--- src/rtl/player_pkg.sv ---
`default_nettype none
// +--------------------------------------------------------------------------+
// | Module   : player_pkg                                                    |
// | Purpose  : Shared types, widths and saturating helpers for player logic. |
// | Revision : 1.0  initial release                                          |
// +--------------------------------------------------------------------------+
package player_pkg;

  localparam int POS_W = 12;

  typedef enum logic [1:0] {
    GROUND = 2'd0,
    RISE   = 2'd1,
    FALL   = 2'd2
  } player_state_t;

  // Saturating subtract; the compare is one bit wider so a step past zero cannot wrap.
  function automatic logic [POS_W-1:0] sat_sub(
    input logic [POS_W-1:0] pos,
    input logic [POS_W-1:0] step,
    input logic [POS_W-1:0] lo
  );
    logic [POS_W:0] floor_sum;
    floor_sum = {1'b0, lo} + {1'b0, step};
    if ({1'b0, pos} < floor_sum) return lo;
    return pos - step;
  endfunction

  function automatic logic [POS_W-1:0] sat_add(
    input logic [POS_W-1:0] pos,
    input logic [POS_W-1:0] step,
    input logic [POS_W-1:0] hi
  );
    logic [POS_W:0] sum;
    sum = {1'b0, pos} + {1'b0, step};
    if (sum > {1'b0, hi}) return hi;
    return sum[POS_W-1:0];
  endfunction

endpackage
`default_nettype wire

--- src/rtl/frame_tick_gen.sv ---
`default_nettype none
// +--------------------------------------------------------------------------+
// | Module   : frame_tick_gen                                                |
// | Purpose  : Registered one-cycle pulse on each vsync rising edge.         |
// | Revision : 1.0  initial release                                          |
// +--------------------------------------------------------------------------+
module frame_tick_gen (
  input  logic clk,
  input  logic rst_n,
  input  logic vsync,
  output logic frame_tick
);

  logic r_vsync_q;
  logic r_tick;

  always_ff @(posedge clk or negedge rst_n) begin
    if (!rst_n) begin
      r_vsync_q <= 1'b0;
      r_tick    <= 1'b0;
    end else begin
      r_vsync_q <= vsync;
      r_tick    <= vsync & ~r_vsync_q;
    end
  end

  assign frame_tick = r_tick;

endmodule
`default_nettype wire

--- src/rtl/player_ctrl.sv ---
`default_nettype none
// +--------------------------------------------------------------------------+
// | Module   : player_ctrl                                                   |
// | Purpose  : Once-per-frame sprite position update from move/jump levels.  |
// | Revision : 1.0  initial release                                          |
// +--------------------------------------------------------------------------+
module player_ctrl
  import player_pkg::*;
#(
  parameter int X_MIN       = 0,
  parameter int X_MAX       = 736,
  parameter int X_START     = 368,
  parameter int Y_GROUND    = 500,
  parameter int STEP_X      = 4,
  parameter int JUMP_STEP   = 6,
  parameter int JUMP_FRAMES = 20
) (
  input  logic             clk,
  input  logic             rst_n,
  input  logic             en,
  input  logic             vsync,
  input  logic             move_left,
  input  logic             move_right,
  input  logic             jump,
  output logic [POS_W-1:0] xpos,
  output logic [POS_W-1:0] ypos,
  output logic             airborne,
  output logic             frame_tick
);

  localparam int CNT_W = $clog2(JUMP_FRAMES + 1);

  localparam logic [POS_W-1:0] c_x_min     = POS_W'(X_MIN);
  localparam logic [POS_W-1:0] c_x_max     = POS_W'(X_MAX);
  localparam logic [POS_W-1:0] c_x_start   = POS_W'(X_START);
  localparam logic [POS_W-1:0] c_y_ground  = POS_W'(Y_GROUND);
  localparam logic [POS_W-1:0] c_step_x    = POS_W'(STEP_X);
  localparam logic [POS_W-1:0] c_jump_step = POS_W'(JUMP_STEP);
  localparam logic [CNT_W-1:0] c_cnt_last  = CNT_W'(JUMP_FRAMES - 1);

  logic             w_tick;
  logic             w_update;
  logic [POS_W:0]   w_land_sum;

  player_state_t    r_state;
  logic [POS_W-1:0] r_xpos;
  logic [POS_W-1:0] r_ypos;
  logic [CNT_W-1:0] r_jump_cnt;
  logic             r_jump_armed;
  logic             r_airborne;

  player_state_t    w_state_nx;
  logic [POS_W-1:0] w_x_nx;
  logic [POS_W-1:0] w_y_nx;
  logic [CNT_W-1:0] w_cnt_nx;
  logic             w_armed_nx;

  frame_tick_gen u_frame_tick_gen (
    .clk        (clk),
    .rst_n      (rst_n),
    .vsync      (vsync),
    .frame_tick (w_tick)
  );

  assign w_update   = w_tick & en;
  assign w_land_sum = {1'b0, r_ypos} + {1'b0, c_jump_step};

  always_comb begin
    w_state_nx = r_state;
    w_x_nx     = r_xpos;
    w_y_nx     = r_ypos;
    w_cnt_nx   = r_jump_cnt;
    w_armed_nx = r_jump_armed | ~jump;

    if (w_update) begin
      if (move_left && !move_right) begin
        w_x_nx = sat_sub(r_xpos, c_step_x, c_x_min);
      end else if (move_right && !move_left) begin
        w_x_nx = sat_add(r_xpos, c_step_x, c_x_max);
      end

      case (r_state)
        GROUND: begin
          w_y_nx = c_y_ground;
          // The launch tick already counts as the first rising frame.
          if (jump && r_jump_armed) begin
            w_armed_nx = 1'b0;
            w_cnt_nx   = '0;
            w_y_nx     = c_y_ground - c_jump_step;
            w_state_nx = (JUMP_FRAMES <= 1) ? FALL : RISE;
          end
        end
        RISE: begin
          w_y_nx   = r_ypos - c_jump_step;
          w_cnt_nx = r_jump_cnt + 1'b1;
          if (w_cnt_nx == c_cnt_last) begin
            w_state_nx = FALL;
          end
        end
        FALL: begin
          if (w_land_sum >= {1'b0, c_y_ground}) begin
            w_y_nx     = c_y_ground;
            w_state_nx = GROUND;
          end else begin
            w_y_nx = w_land_sum[POS_W-1:0];
          end
        end
        default: begin
          w_y_nx     = c_y_ground;
          w_state_nx = GROUND;
        end
      endcase
    end
  end

  always_ff @(posedge clk or negedge rst_n) begin
    if (!rst_n) begin
      r_state      <= GROUND;
      r_xpos       <= c_x_start;
      r_ypos       <= c_y_ground;
      r_jump_cnt   <= '0;
      r_jump_armed <= 1'b1;
      r_airborne   <= 1'b0;
    end else begin
      r_state      <= w_state_nx;
      r_xpos       <= w_x_nx;
      r_ypos       <= w_y_nx;
      r_jump_cnt   <= w_cnt_nx;
      r_jump_armed <= w_armed_nx;
      r_airborne   <= (w_state_nx != GROUND);
    end
  end

  assign xpos       = r_xpos;
  assign ypos       = r_ypos;
  assign airborne   = r_airborne;
  assign frame_tick = w_tick;

endmodule
`default_nettype wire

--- config.mk ---
export PLATFORM = sky130hd
export DESIGN_NAME = player_ctrl
export DESIGN_NICKNAME = d
export VERILOG_FILES = /design/src/rtl/player_pkg.sv /design/src/rtl/frame_tick_gen.sv /design/src/rtl/player_ctrl.sv
export SDC_FILE = /design/constraint.sdc
export NUM_CORES = 1
export LEC_CHECK = 0
export ABC_CLOCK_PERIOD_IN_PS = 2500
export BUFFER_PORTS_ARGS = -buffer_cell sky130_fd_sc_hd__buf_2
export CORE_ASPECT_RATIO = 0.7
export CORE_MARGIN = 1
export CORE_UTILIZATION = 52
export CTS_CLUSTER_DIAMETER = 80
export DETAILED_ROUTE_END_ITERATION = 12
export PLACE_DENSITY = 0.76
export SETUP_SLACK_MARGIN = 0.3
export SYNTH_ARGS = -nofsm -noshare
export SYNTH_HDL_FRONTEND = slang
export SYNTH_SLANG_ARGS = --single-unit
--- constraint.sdc ---
create_clock -name clk -period 2.5 [get_ports clk]
set_clock_uncertainty 0.2 [all_clocks]
set_input_delay 0.5 -clock clk [delete_from_list [all_inputs] [get_ports clk]]
set_output_delay 0.5 -clock clk [all_outputs]
set_load 0.01 [all_outputs]
==> results of run 1 <==
## stage by stage
| stage | instances | cell area (µm²) | utilization [%] | power, mW |
|---|---|---|---|---|
| 2_1_floorplan | 284 | 2370 | - | 1.70 |
| 3_3_place_gp | 358 | 2580 | 63.1 | 2.02 |
| 3_5_place_dp | 358 | 2580 | 63.1 | 2.05 |
| 4_1_cts | 382 | 2870 | 70.2 | 2.77 |
| 5_1_grt | 389 | 3030 | 74.1 | 3.16 |
| 6_report | 389 | 3030 | 74.1 | 3.03 |
## where the power goes
| part | internal [mW] | switching [mW] |
|---|---|---|
| Sequential | 0.709 | 0.318 |
| Combinational | 0.710 | 0.777 |
| Clock | 0.295 | 0.216 |
## cells by family after synthesis
kind of cell               after synthesis  synth area share, %
other                                    1                0.161
muxes                                    3                 1.51
DFF                                     32                 35.0
adders and majority gates                7                 3.77
buffers and inverters                   33                 6.46
and+or+nand+nor                        107                 24.6
xor gates and xnor gates                 4                 1.51
AOI/OAI and AO/OA                       95                 27.0
## layout make-up
type / count / share of cell area (%)
Multi-Input combinational cell: 219 / 50.8
Sequential cell: 32 / 27.0
Clock buffer: 5 / 2.27
Clock inverter: 3 / 1.40
Tap cell: 52 / 2.15
Inverter: 12 / 1.57
Timing Repair Buffer: 66 / 14.9
## flip-flops by register name, indices dropped and copies added, names as in the netlist
register	cells
ypos	11
xpos	10
r_jump_cnt	5
r_state	2
airborne	1
r_jump_armed	1
u_frame_tick_gen.frame_tick	1
u_frame_tick_gen.r_vsync_q	1
## layout by cell type (no fill, tap or decap), types with 3 or more instances in the layout
cell | synthesis | layout
nand3_1 | 12 | 12
ha_4 | 0 | 4
a21oi_1 | 17 | 13
o21ai_1 | 1 | 9
o31ai_1 | 4 | 3
o22ai_1 | 4 | 3
nand2b_1 | 4 | 3
inv_1 | 12 | 9
o31a_1 | 3 | 3
nor3_1 | 9 | 7
and3_1 | 4 | 4
buf_6 | 1 | 4
clkbuf_8 | 0 | 5
nor4_1 | 6 | 5
dfstp_2 | 11 | 11
a21oi_2 | 2 | 6
nand2_1 | 24 | 23
buf_4 | 3 | 32
a31oi_1 | 4 | 4
a21o_1 | 3 | 3
dfrtp_1 | 21 | 18
o21ai_0 | 32 | 22
nor2b_1 | 3 | 3
nor2_1 | 22 | 22
buf_2 | 5 | 29
conb_1 | 1 | 3
ha_1 | 7 | 3
o211ai_1 | 4 | 4
dfrtp_2 | 0 | 3
## path summary, 6_finish.rpt
check                                                   end                        from  depth (start not counted)
worst max register to register                      xpos[3]                     xpos[2]                          7
worst min-delay path                                xpos[2]                       rst_n                          1
min in group clk                 u_frame_tick_gen.r_vsync_q                       vsync                          1
worst max-delay path                                xpos[3]                     xpos[2]                          7
max in group asynchronous                           ypos[1]                       rst_n                          1
worst min register to register  u_frame_tick_gen.frame_tick  u_frame_tick_gen.r_vsync_q                          1
## cell usage after synthesis, types with 5 or more instances
cell type | number | area [µm²]
a21oi_1 | 17 | 85.1
buf_2 | 5 | 25.0
clkbuf_1 | 11 | 41.3
dfrtp_1 | 21 | 526
dfstp_2 | 11 | 289
ha_1 | 7 | 87.6
inv_1 | 12 | 45.0
nand2_1 | 24 | 90.1
nand3_1 | 12 | 60.1
nor2_1 | 22 | 82.6
nor3_1 | 9 | 45.0
nor4_1 | 6 | 37.5
o21ai_0 | 32 | 160
## routing by layer
layer	global-route usage [%]	part of all wire (%)	vias to the layer above	wire length, µm
li1	-	-	1150	-
met3	7.87	13	27	990
met5	0	0	-	0
met4	9.27	2.4	0	181
met1	47.9	41	1248	3160
met2	43.6	43	223	3310
## timing repair
action                                  CTS  global route
resized for setup                        11            29
pin swaps                                11            10
setup buffers                            16             7
endpoints found under the setup margin   16            21
gates cloned                              0             0
==> flow_summary_export.csv, run 1 <==
group,metric,value,unit
grt,overflow,0,
logic_synthesis,ys_seq_elements,32,
logic_synthesis,synth_flop_cell,"dfrtp_1",
critical_path,cp_cell_sequence,"ha_4 > nand3b_1 > o22ai_2 > a311oi_2 > or4_4 > mux2_4 > a21oi_2",
clock_tree,cts_hold_buf,0,
timing,finalSetupViolCount,0,
power_and_ir_drop,cellLeakagePower,1.25,nW
clock_tree,h-tree-depth,2,
grt,antenna_found_initial,0,
logic_synthesis,synth_warnings,0,
status,status,"complete, no violations",
grt,grt_pass1_wl,11100,µm
power_and_ir_drop,power.density,998,nW/µm²
grt,grt_max_degree,33,
placed_design,detailed_place_hpwl,4360,µm
placed_design,pre_cts_slack,96.2,ps
die,start_util,56.9,%
logic_synthesis,async_flop_share,100,%
clock_tree,cts_tree,"done",
critical_path,crit_arrival,2400,ps
timing,rsz0062_at_grt,"yes",
critical_path,worstSetupPathType,"reg -> reg",
drt,vias_per_cell,6.81,
critical_path,cp-end-kind,"flop",
placed_design,port_buffers,29,
timing,worst_slew_pin_slew,727,ps
timing,hold_viol,0,
die,die-area,4750,µm²
die,dieWidth,81.9,µm
drt,drt_iter0_drc,334,
timing,fin_crit,2370,ps
clock_tree,clk_path_buf_depth,2,
power_and_ir_drop,ir_drop,709,µV
timing,setup_ws,126,ps
drt,postRouteAntennaNets,0,
finish,multi_input_area,1540,µm²
finish,seqCellArea,818,µm²
timing,slew_headroom,51.5,%
drt,drt_wl_total,7650,µm
critical_path,worst_path_largest_cell_delay,560,ps
grt,grt_usage,31.5,%
critical_path,cp_slowest_cell,"or4_4",
finish,antenna_cells,0,
finish,fill_cells,296,
clock_tree,insertion_delay,290,ps
critical_path,critPathBufInv,0,
drt,avgRoutedWirePerCell,19.7,µm
timing,report.final.slew_viol_count,0,
die,die_y,57.9,µm
finish,fin_nets,350,
timing,setup-tns-final,0,ps
logic_synthesis,syn_area,2320,µm²
grt,grt_pass1_vias,2203,
clock_tree,cts_buffers,5,
logic_synthesis,synth-edff-count,0,
critical_path,cp_max_fo,5,
timing,fin_crit_sh,95.0,%
die,core_area,4090,µm²
clock_tree,clkSinkCount,32,
critical_path,required,2530,ps
critical_path,regToRegSetupSlack,130,ps
placed_design,gp_congestion,0.965,
drt,drcViolationCount,0,
timing,timing.fmax,421,MHz
clock_tree,cts-root-buf,"clkbuf_8",
logic_synthesis,syn_inst,282,
finish,synthToLayoutAreaGrowth,30.4,%
logic_synthesis,ys_types,64,
critical_path,crit_family,"simple AND/OR/NAND/NOR gates",
drt,vias,2648,
clock_tree,cts.clk_slew.worst_paths,80,ps
finish,drive_gt1_share,37.4,%
logic_synthesis,post_synth.cell_area_avg,8.24,µm²
logic_synthesis,synth.yosys.seq_area_share,35.0,%
timing,whs,62.9,ps
die,io-pin-count,33,
die,rows,19,
hold_path,min_path_type,"in -> async",
drt,drt_pass1_iterations,5,
critical_path,cp-start-kind,"flop",
run,maxCapViolCount,0,
Note: power is estimated with default switching activity, not from simulation.
==> run 2: changes to the inputs <==
--- a/config.mk
+++ b/config.mk
@@ -10,6 +10,7 @@
 export CORE_ASPECT_RATIO = 0.7
 export CORE_MARGIN = 1
 export CORE_UTILIZATION = 52
+export CTS_BUF_LIST = sky130_fd_sc_hd__clkbuf_16
 export CTS_CLUSTER_DIAMETER = 80
 export DETAILED_ROUTE_END_ITERATION = 12
 export PLACE_DENSITY = 0.76
==> flow_summary_export.csv, run 2 (synthesis results as in run 1) <==
group,metric,value,unit
finish,fin_nets,348,
die,start_util,56.9,%
finish,synthToLayoutAreaGrowth,31.6,%
grt,grtUsageMet3,7.87,%
clock_tree,cts_hold_buf,0,
critical_path,worstSetupPathType,"reg -> reg",
finish,antenna_cells,0,
timing,hold_viol,0,
critical_path,cp-end-kind,"flop",
drt,vias_per_cell,6.89,
critical_path,crit_arrival,2390,ps
critical_path,cp-start-kind,"flop",
placed_design,gp_congestion,0.965,
timing,fin_crit_sh,95.1,%
power_and_ir_drop,cellLeakagePower,1.26,nW
critical_path,crit_family,"simple AND/OR/NAND/NOR gates",
clock_tree,clk_path_buf_depth,2,
drt,drt_iter0_drc,368,
clock_tree,cts.clk_slew.worst_paths,60,ps
timing,whs,86.9,ps
timing,finalSetupViolCount,0,
placed_design,detailed_place_hpwl,4360,µm
timing,report.final.slew_viol_count,0,
placed_design,port_buffers,29,
power_and_ir_drop,ir_drop,722,µV
clock_tree,cts_tree,"done",
timing,rsz0062_at_grt,"yes",
drt,drt_wl_total,7950,µm
power_and_ir_drop,power.density,1060,nW/µm²
grt,antenna_found_initial,0,
clock_tree,clkSinkCount,32,
critical_path,cp_cell_sequence,"ha_4 > nand3b_1 > o22ai_2 > a311oi_2 > or4_4 > mux2_4 > a21oi_2",
grt,grt_usage,31.4,%
drt,drt_pass1_iterations,5,
die,die-area,4750,µm²
die,die_y,57.9,µm
timing,setup-tns-final,0,ps
die,dieWidth,81.9,µm
drt,avgRoutedWirePerCell,20.5,µm
finish,drive_gt1_share,37.6,%
grt,busiest_layer,"met1",
grt,overflow,0,
clock_tree,h-tree-depth,2,
die,core_area,4090,µm²
status,status,"complete, no violations",
timing,timing.fmax,421,MHz
finish,most-common-layout-cells,"31 x buf_4, 29 x buf_2, 24 x o21ai_0",
grt,grt_pass1_wl,11000,µm
die,io-pin-count,33,
grt,use_met1,48.5,%
critical_path,cp_max_fo,5,
drt,postRouteAntennaNets,0,
grt,grt_pass1_vias,2195,
hold_path,min_path_type,"in -> async",
finish,final_common_cell,"buf_4",
critical_path,worst_path_largest_cell_delay,560,ps
critical_path,critPathBufInv,0,
timing,fin_crit,2380,ps
finish,fill_cells,293,
timing,slew_headroom,49.8,%
drt,vias,2665,
run,maxCapViolCount,0,
clock_tree,cts_buffers,5,
grt,grt_max_degree,33,
critical_path,required,2510,ps
grt,grt_util_met2,42.4,%
finish,largest_reg_flops,11,
clock_tree,cts-root-buf,"clkbuf_16",
critical_path,cp_slowest_cell,"or4_4",
die,rows,19,
timing,worst_slew_pin_slew,752,ps
clock_tree,insertion_delay,280,ps
drt,drcViolationCount,0,
## run 2: per-stage QoR
stage | util [%] | instance area, µm² | cells | total power [mW] | setup slack (ps)
finish | 74.8 | 3060 | 387 | 3.24 | 122
global route | 74.8 | 3060 | 387 | 3.36 | 44.9
CTS | 70.9 | 2900 | 380 | 2.93 | 198
detailed placement | 63.1 | 2580 | 358 | 2.05 | 96.2
global placement | 63.1 | 2580 | 358 | 2.02 | 156
floorplan | - | 2370 | 284 | 1.70 | 220
## run 2: area by class of cell
type                    count  area, µm²  area share, %
well taps                  52       65.1           2.13
clock buffers               5        125           4.09
inverters                  12       48.8           1.60
multi-input cells         219       1540           50.2
repair buffers             64        423           13.8
clock inverters             3       42.5           1.39
flip-flops and latches     32        818           26.7
## run 2: worst paths after layout
kind	startpoint	endpoint	slack, ps	cells after the start
max	xpos[2]	xpos[3]	120	7
min	rst_n	xpos[3]	90	1
max reg2reg	xpos[2]	xpos[3]	120	7
min reg2reg	u_frame_tick_gen.r_vsync_q	u_frame_tick_gen.frame_tick	210	1
max in group asynchronous	rst_n	ypos[1]	1490	1
min in group clk	vsync	u_frame_tick_gen.r_vsync_q	140	1
## run 2: routing by layer
layer  vias to the layer above  routed length (µm)
met2                       221                3410
met5                         -                   0
met1                      1242                3320
met3                        48                 879
li1                       1154                   -
met4                         0                 341
## run 2: worst reg2reg max path, cell delays in order (launching register included)
cell	delay, ps
dfrtp_2	460
ha_4	180
nand3b_1	200
o22ai_2	170
a311oi_2	130
or4_4	560
mux2_4	290
a21oi_2	110
## run 2: timing repair
item,CTS,global route
gates resized for setup,11,28
endpoints found under the hold margin,0,0
endpoints found under the setup margin,16,21
setup buffers,14,7
pin swaps,11,12
## run 2: power breakdown
| part | switching [mW] | total, mW | internal [mW] |
|---|---|---|---|
| sequential | 0.322 | 1.03 | 0.711 |
| clock | 0.243 | 0.711 | 0.468 |
| combinational | 0.807 | 1.50 | 0.690 |
==> run 3: changes to the inputs <==
--- a/config.mk
+++ b/config.mk
@@ -13,7 +13,7 @@
 export CTS_BUF_LIST = sky130_fd_sc_hd__clkbuf_16
 export CTS_CLUSTER_DIAMETER = 80
 export DETAILED_ROUTE_END_ITERATION = 12
-export PLACE_DENSITY = 0.76
+export PLACE_DENSITY = 0.78
 export SETUP_SLACK_MARGIN = 0.3
 export SYNTH_ARGS = -nofsm -noshare
 export SYNTH_HDL_FRONTEND = slang
==> flow_summary_export.csv, run 3 (synthesis results as in run 1) <==
group,metric,value,unit
status,status,"complete, no violations",
grt,grt_pass1_vias,2097,
timing,rsz0062_at_grt,"yes",
power_and_ir_drop,p_sw,1.25,mW
drt,vias,2557,
critical_path,crit_arrival,2380,ps
finish,fin_nets,345,
timing,report.final.slew_viol_count,0,
placed_design,detailed_place_hpwl,4100,µm
finish,final_common_cell,"buf_4",
drt,postRouteAntennaNets,0,
critical_path,cp_max_fo,5,
critical_path,crit_family,"simple AND/OR/NAND/NOR gates",
clock_tree,clkSinkCount,32,
clock_tree,cts_hold_buf,0,
die,die_y,57.9,µm
clock_tree,cts_buffers,5,
drt,drt_iter0_drc,447,
clock_tree,cts.clk_slew.worst_paths,50,ps
critical_path,cp_cell_sequence,"ha_4 > nand3b_1 > o22ai_2 > a311oi_2 > or4_4 > mux2_4 > a21oi_2",
placed_design,gp_congestion,0.948,
critical_path,regToRegSetupSlack,120,ps
critical_path,worstSetupPathType,"reg -> reg",
power_and_ir_drop,netSwitchingFraction,40.5,%
power_and_ir_drop,p_clk_share,22.0,%
die,start_util,56.9,%
die,rows,19,
clock_tree,h-tree-depth,2,
die,io-pin-count,33,
run,maxCapViolCount,0,
power_and_ir_drop,p_comb_share,45.6,%
placed_design,dpl_cell_area,2580,µm²
grt,grt_pass1_wl,10600,µm
critical_path,path_depth,7,
grt,grt_max_degree,33,
grt,antenna_found_initial,0,
clock_tree,insertion_delay,280,ps
critical_path,timing.rr.start,"xpos[2]",
critical_path,critPathBufInv,0,
critical_path,worst_path_largest_cell_delay,610,ps
drt,drt_wl_total,7090,µm
timing,worst_slew_pin_slew,727,ps
timing,slew_headroom,51.6,%
drt,drt_pass1_iterations,6,
critical_path,cp-start-kind,"flop",
clock_tree,clk_path_buf_depth,2,
die,dieWidth,81.9,µm
power_and_ir_drop,p_seq_share,32.4,%
power_and_ir_drop,power.density,1040,nW/µm²
power_and_ir_drop,cellLeakagePower,1.24,nW
critical_path,reg2reg_depth,7,
finish,largest_reg_flops,11,
timing,setup-tns-final,0,ps
critical_path,cp-end-kind,"flop",
power_and_ir_drop,ir_drop,664,µV
clock_tree,cts-root-buf,"clkbuf_16",
drt,vias_per_cell,6.66,
grt,overflow,0,
critical_path,required,2500,ps
die,die-area,4750,µm²
timing,timing.fmax,421,MHz
drt,avgRoutedWirePerCell,18.5,µm
clock_tree,cts_tree,"done",
placed_design,port_buffers,29,
critical_path,cp_slowest_cell,"or4_4",
finish,synthToLayoutAreaGrowth,28.5,%
power_and_ir_drop,cellInternalPower,1.84,mW
finish,antenna_cells,0,
finish,drive_gt1_share,35.5,%
critical_path,r2r_end,"xpos[3]",
timing,fin_crit,2380,ps
die,core_area,4090,µm²
timing,fin_crit_sh,95.1,%
timing,hold_viol,0,
drt,drcViolationCount,0,
hold_path,min_path_type,"in -> async",
finish,final_area,2990,µm²
grt,grt_usage,29.7,%
timing,finalSetupViolCount,0,
finish,most-common-layout-cells,"32 x buf_4, 29 x buf_2, 27 x o21ai_0",
[run 3: cell types whose count changed in the layout (fill, tap and decap cells not counted), moves of 2 or more]
cell,previous run,this run
buf_6,4,0
o21ai_0,24,27
o21ai_1,8,5
clkinv_1,0,2
clkinvlp_4,2,0
[run 3: repair_timing]
action,CTS,global route
pin swaps,7,17
gates resized for setup,9,17
buffers inserted,10,8
setup endpoints to repair,17,21
[run 3: stage by stage]
stage	worst slack (ps)	total power [mW]	cells	util, %	hold slack [ps]
final	123	3.10	384	73.0	81.7
after global routing	41.5	3.25	384	73.0	138
after CTS	181	2.84	376	70.0	108
after detailed placement	103	2.02	358	63.1	191
after global placement	160	2.00	358	63.1	197
after floorplan	220	1.70	284	-	4.41
[run 3: power groups by stage]
stage	sequential [mW]	clock, mW	combinational, mW
final	1.00	0.681	1.41
after global routing	1.03	0.711	1.51
after CTS	0.975	0.685	1.19
after detailed placement	1.00	0	1.02
after global placement	0.996	0	1.01
after floorplan	0.936	0	0.759
[run 3: worst max path at each step]
stage / start / endpoint / slack, ps
global placement: ypos[2] / ypos[1] / 160
CTS: xpos[2] / xpos[3] / 180
global route: ypos[2] / ypos[8] / 40
finish: xpos[2] / xpos[3] / 120
detailed placement: ypos[2] / ypos[1] / 100
floorplan: ypos[2] / ypos[2] / 220
[run 3: layout make-up]
cell class	instances	area (µm²)
clock inverter	3	37.5
clock buffer	5	125
sequential	32	818
multi-input combinational	219	1510
timing repair buffer	61	385
fill	267	1100
tap	52	65.1
inverter	12	45.0
[run 3: routing by layer]
| metal | vias to the layer above | GRT usage, % | part of all wire [%] |
|---|---|---|---|
| met5 | - | 0 | 0 |
| li1 | 1146 | - | - |
| met3 | 20 | 5.51 | 10 |
| met1 | 1229 | 48.1 | 45 |
| met4 | 0 | 7.27 | 1.5 |
| met2 | 162 | 40.1 | 44 |
